===== config.mk =====
export PLATFORM = sky130hd
export DESIGN_NAME = rob_commit
export DESIGN_NICKNAME = d
export VERILOG_FILES = /design/src/rtl/rob_commit.sv
export SDC_FILE = /design/constraint.sdc
export NUM_CORES = 2
export LEC_CHECK = 0
export CAP_MARGIN = 40
export CORE_UTILIZATION = 35
export CTS_BUF_LIST = sky130_fd_sc_hd__clkbuf_16
export CTS_CLUSTER_SIZE = 12
export DETAILED_ROUTE_END_ITERATION = 8
export PLACE_DENSITY_LB_ADDON = 0.12
export SYNTH_ARGS = -nofsm -noshare
export SYNTH_HDL_FRONTEND = slang
export SYNTH_SLANG_ARGS = --single-unit

===== constraint.sdc =====
create_clock -name clk -period 7.7 [get_ports clk]
set_input_delay 1.54 -clock clk [delete_from_list [all_inputs] [get_ports clk]]
set_output_delay 1.54 -clock clk [all_outputs]
set_load 0.02 [all_outputs]

===== src/rtl/rob_commit.sv =====
// Reorder buffer: tags dispatched instructions, captures CDB results, retires in program order.
// Latency: alloc tag combinational; CDB-to-commit one cycle; one commit per cycle. Optional ROB_CDB_BYPASS_EN.
// Backpressure: alloc_gnt drops while full, during flush or while in reset; commit never stalls.
module rob_commit #(
    parameter  int DEPTH = 16,
    parameter  int WIDTH = 32,
    localparam int TW    = $clog2(DEPTH),
    localparam int CW    = TW + 1
) (
    input  logic             clk,
    input  logic             rst,
    input  logic             alloc_req,
    input  logic [4:0]       alloc_rd,
    output logic             alloc_gnt,
    output logic [TW-1:0]    alloc_tag,
    output logic             rf_ld_instr,
    input  logic             cdb_valid,
    input  logic [TW-1:0]    cdb_tag,
    input  logic [WIDTH-1:0] cdb_data,
    output logic             commit_rdy,
    output logic [TW-1:0]    commit_tag,
    output logic [WIDTH-1:0] commit_data,
    output logic [4:0]       commit_rd,
    input  logic             flush,
    input  logic [TW-1:0]    q1_tag,
    input  logic [TW-1:0]    q2_tag,
    output logic             q1_rdy,
    output logic             q2_rdy,
    output logic [WIDTH-1:0] q1_data,
    output logic [WIDTH-1:0] q2_data,
    output logic             full,
    output logic             empty
);

    logic [DEPTH-1:0] valid_q, valid_d;
    logic [DEPTH-1:0] done_q,  done_d;
    logic [4:0]       rd_q   [DEPTH];
    logic [4:0]       rd_d   [DEPTH];
    logic [WIDTH-1:0] data_q [DEPTH];
    logic [WIDTH-1:0] data_d [DEPTH];
    logic [TW-1:0]    head_q, head_d;
    logic [TW-1:0]    tail_q, tail_d;
    logic [CW-1:0]    count_q, count_d;

    assign full        = (count_q == CW'(DEPTH));
    assign empty       = (count_q == '0);
    // Reset is folded in so a request held through reset is never reported as granted.
    assign alloc_gnt   = alloc_req & ~full & ~flush & rst;
    assign alloc_tag   = tail_q;
    assign rf_ld_instr = alloc_gnt & (alloc_rd != 5'd0);

    assign commit_rdy  = valid_q[head_q] & done_q[head_q] & ~flush;
    assign commit_tag  = head_q;
    assign commit_data = data_q[head_q];
    assign commit_rd   = rd_q[head_q];

    always_comb begin
        valid_d = valid_q;
        done_d  = done_q;
        rd_d    = rd_q;
        data_d  = data_q;
        head_d  = head_q;
        tail_d  = tail_q;
        count_d = count_q;
        if (flush) begin
            valid_d = '0;
            done_d  = '0;
            head_d  = '0;
            tail_d  = '0;
            count_d = '0;
        end else begin
            if (cdb_valid && valid_q[cdb_tag]) begin
                done_d[cdb_tag] = 1'b1;
                data_d[cdb_tag] = cdb_data;
            end
            if (commit_rdy) begin
                valid_d[head_q] = 1'b0;
                done_d[head_q]  = 1'b0;
                head_d          = head_q + 1'b1;
            end
            // Tail only collides with head when full, and full blocks allocation.
            if (alloc_gnt) begin
                valid_d[tail_q] = 1'b1;
                done_d[tail_q]  = 1'b0;
                rd_d[tail_q]    = alloc_rd;
                data_d[tail_q]  = '0;
                tail_d          = tail_q + 1'b1;
            end
            count_d = count_q + CW'(alloc_gnt) - CW'(commit_rdy);
        end
    end

    always_comb begin
        q1_rdy  = valid_q[q1_tag] & done_q[q1_tag];
        q2_rdy  = valid_q[q2_tag] & done_q[q2_tag];
        q1_data = q1_rdy ? data_q[q1_tag] : '0;
        q2_data = q2_rdy ? data_q[q2_tag] : '0;
`ifdef ROB_CDB_BYPASS_EN
        if (cdb_valid && (cdb_tag == q1_tag) && valid_q[q1_tag]) begin
            q1_rdy  = 1'b1;
            q1_data = cdb_data;
        end
        if (cdb_valid && (cdb_tag == q2_tag) && valid_q[q2_tag]) begin
            q2_rdy  = 1'b1;
            q2_data = cdb_data;
        end
`endif
    end

    always_ff @(posedge clk or negedge rst) begin
        if (!rst) begin
            valid_q <= '0;
            done_q  <= '0;
            rd_q    <= '{default: '0};
            data_q  <= '{default: '0};
            head_q  <= '0;
            tail_q  <= '0;
            count_q <= '0;
        end else begin
            valid_q <= valid_d;
            done_q  <= done_d;
            rd_q    <= rd_d;
            data_q  <= data_d;
            head_q  <= head_d;
            tail_q  <= tail_d;
            count_q <= count_d;
        end
    end

endmodule

==> run metrics <==
status=finished, violations left; failing checks=DRC; top cells by area, synth=dfrtp_1 (41%), mux4_2 (30%), mux2i_1 (7.7%); layout net count=between 3000 and 4000; Fmax=approximately 0.16 GHz; Pleak=20.5 nW; first drt pass iteration count=7; Layout Skew=approximately 0.027 ns; crit-path max FO=65; Seq/Total Area, Yosys=41.5%; post-DP HPWL=~91000 microns; vias=28100; fin crit share=approximately four fifths; Die H=between 300 and 400 microns; post_cts resized=0; met3 Use GR=~5.1%; GP Congestion=about 0.83; Skew-Pair Late Insertion Delay=0.66 ns; number of global-route vias before repair=29500; Worst-Margin Slew=1.08 ns; min Tclk post-route=~6 ns; Max Transition Viols Final=0; maxcap violations=0; top-area cell type share of the netlist area=41.5%; Avg WL per Cell=about 34 microns; # DRC=4; total routed wirelength=between 100000 and 150000 microns; P_sw=~0.002 W; final hold vios=0; Setup crit start kind=input port; Cell Chain, Critical Path=buf_6 -> buf_4 -> mux4_2 -> mux4_2 -> nor2b_1 -> clkdlybuf4s50_1; clk sinks=around 640; grt met1 use=~37%; multiplexer share of the synthesized area=between 40% and 50%; Worst EP required=just over 6 ns; core box area=around 110000 sq um; Worst EP arrival=roughly 4.6 ns; global route hottest layer=met2; post-synthesis register bit count=around 640; PortBufs=between 150 and 200; Mapped Cells=2952; Post-synth EDFFs=0; initial antenna violation count=6; clock share of power=roughly half; DRT antenna net count=0; largest net degree at the start of global routing=around 160; RSZ-0062 raised after global routing=false; P&R area growth vs syn=16.3%; Num CTS Buffers=a little under 80; slowest cell on the critical path=buf_4; count leader, synth=dfrtp_1; XOR/XNOR share of the synthesized area=less than 1%; CTS tree=yes; main combinational cell family by area after synthesis=multiplexers; sequential share of power=42.7%; CTS Root Cell=clkbuf_16; setup ws final=between 1.5 and 2 ns; post-synthesis cell type count=50; switching share of total power=about a quarter; adder-cell share of the synthesized area=0.508%; Slew HR=between 20% and 30%; global-route wire length before repair=about 220000 microns; Max Root-Sink Buffers=3; Hold-fix buffers, CTS=0; final setup vio count=0; I/O pins=170; htree depth=3; Internal Power=between 0.006 and 0.007 W; combinational fraction of design power=7.6%; Most used DFF post-synth=dfrtp_1; postcts setup bufs=0; Util after Layout=a little over 40%; total grt overflow=0; via/cell ratio=6.28; share of cells above drive strength 1=roughly 28%; top post-synthesis cells by count=dfrtp_1 (637), mux4_2 (520), nand2_1 (333); most frequent CP cell=mux4_2; Initial Util=35.3%; syn nets=a little over 3000; Synth Area in Simple Gates=8.70%; slowest stage delay, CP=roughly 0.64 ns; Mapped Avg Cell Area=approximately 13 sq um; Post-Syn Area=roughly 38000 sq um; Setup crit end kind=primary output; DP Worst Slack=approximately 1.6 ns; TNS Setup=0 ns; PwrDens=around 180 nW/um^2; Setup CP Type=input port to primary output; Initial DRC Count=roughly 2700; VDD IR max=between 0.1 and 0.15 mV; clk slew on worst S/H paths=0.06 ns; Yosys warnings=0; total track usage=~27%; GR Util met2=42.8%; Die ar.=111000 sq um; Synth async-reset ratio=100%; Die X=between 300 and 400 microns; Synth Area in Compound Gates=under 10%; Hold Path Class=flip-flop to flip-flop; Rows=121; Synth area leader=dfrtp_1
==> state kept, by name, summed over array words and instances (netlist names) <==
name        count
commit_tag      4
count_q         5
done_q         16
data_q        512
valid_q        16
rd_q           80
alloc_tag       4
==> critical path, delay by kind of cell <==
family	cells	cell delay (ns)
AND/OR/NAND/NOR	1	0.17
multiplexers	2	0.95
buffers and inverters	3	1.78
==> stage by stage <==
| step | power, W | instances | hold slack (ns) | cell area, sq um |
|---|---|---|---|---|
| after global routing | 0.00830 | 4468 | 0.509 | 44700 |
| after CTS | 0.00813 | 4468 | 0.479 | 44700 |
| after floorplan | 0.00382 | 2952 | 0.440 | 38400 |
| after global placement | 0.00410 | 4291 | 0.453 | 41200 |
| final | 0.00806 | 4469 | 0.481 | 44700 |
| after detailed placement | 0.00412 | 4322 | 0.464 | 41900 |
==> kinds of logic (layout without fill, tap and decap cells) <==
| logic type | count (synthesis) | after routing |
|---|---|---|
| AO/OA/AOI/OAI | 291 | 291 |
| XOR/XNOR | 4 | 4 |
| adder cells (fa/ha/maj) | 15 | 15 |
| buffers and inverters | 335 | 437 |
| flip-flops | 637 | 637 |
| multiplexers | 883 | 883 |
| other | 0 | 1 |
| AND/OR/NAND/NOR | 787 | 787 |
==> layout make-up <==
type	count	area [sq um]
Fill cell	10000	64200
Sequential cell	637	16000
Multi-Input combinational cell	1980	21100
Tap cell	1414	1770
Inverter	23	86.3
Antenna cell	1	2.50
Clock buffer	81	2030
Timing Repair Buffer	268	2990
Clock inverter	65	698
==> power by group through the flow <==
stage | Clock [W] | Sequential, W | Combinational, W
floorplan | 0 | 0.00349 | 0.000334
global placement | 0 | 0.00350 | 0.000602
detailed placement | 0 | 0.00350 | 0.000622
CTS | 0.00407 | 0.00344 | 0.000623
global route | 0.00419 | 0.00345 | 0.000657
finish | 0.00400 | 0.00344 | 0.000614
==> final timing paths <==
kind / start / endpoint / slack, ns / cells past startpoint
max in group asynchronous: rst / rd_q[44]$_DFFE_PN0P_ / 4.71 / 3
min: rd_q[13]$_DFFE_PN0P_ / rd_q[13]$_DFFE_PN0P_ / 0.48 / 2
max reg2reg: commit_tag[0]$_DFFE_PN0P_ / count_q[4]$_DFF_PN0_ / 3.85 / 15
max: q2_tag[2] / q2_data[0] / 1.55 / 6
min reg2reg: rd_q[13]$_DFFE_PN0P_ / rd_q[13]$_DFFE_PN0P_ / 0.48 / 2
min in group asynchronous: rst / data_q[370]$_DFFE_PN0N_ / 0.81 / 1
==> routing by layer <==
layer	vias to the layer above	part of all wire [%]
li1	11200	-
met1	15200	42
met2	1372	47
met3	291	7.8
met4	8	3.6
met5	-	0.033
==> layout by cell type (no fill, tap or decap), drive strengths merged, types with 3 or more instances in the layout <==
cell type	Yosys	final
a2111oi	15	15
a21bo	3	3
a21oi	152	152
a22o	96	96
a311oi	9	9
a31oi	8	8
and2	17	17
and3	15	15
and3b	5	5
buf	160	109
bufinv	0	15
clkbuf	152	81
clkdlybuf4s50	0	159
clkinv	0	33
clkinvlp	0	4
dfrtp	637	637
ha	14	14
inv	23	36
mux2	67	67
mux2i	296	296
mux4	520	520
nand2	338	338
nand2b	3	3
nand3	9	9
nor2	314	314
nor2b	72	72
xor2	3	3
Note: power is estimated with default switching activity, not from simulation.
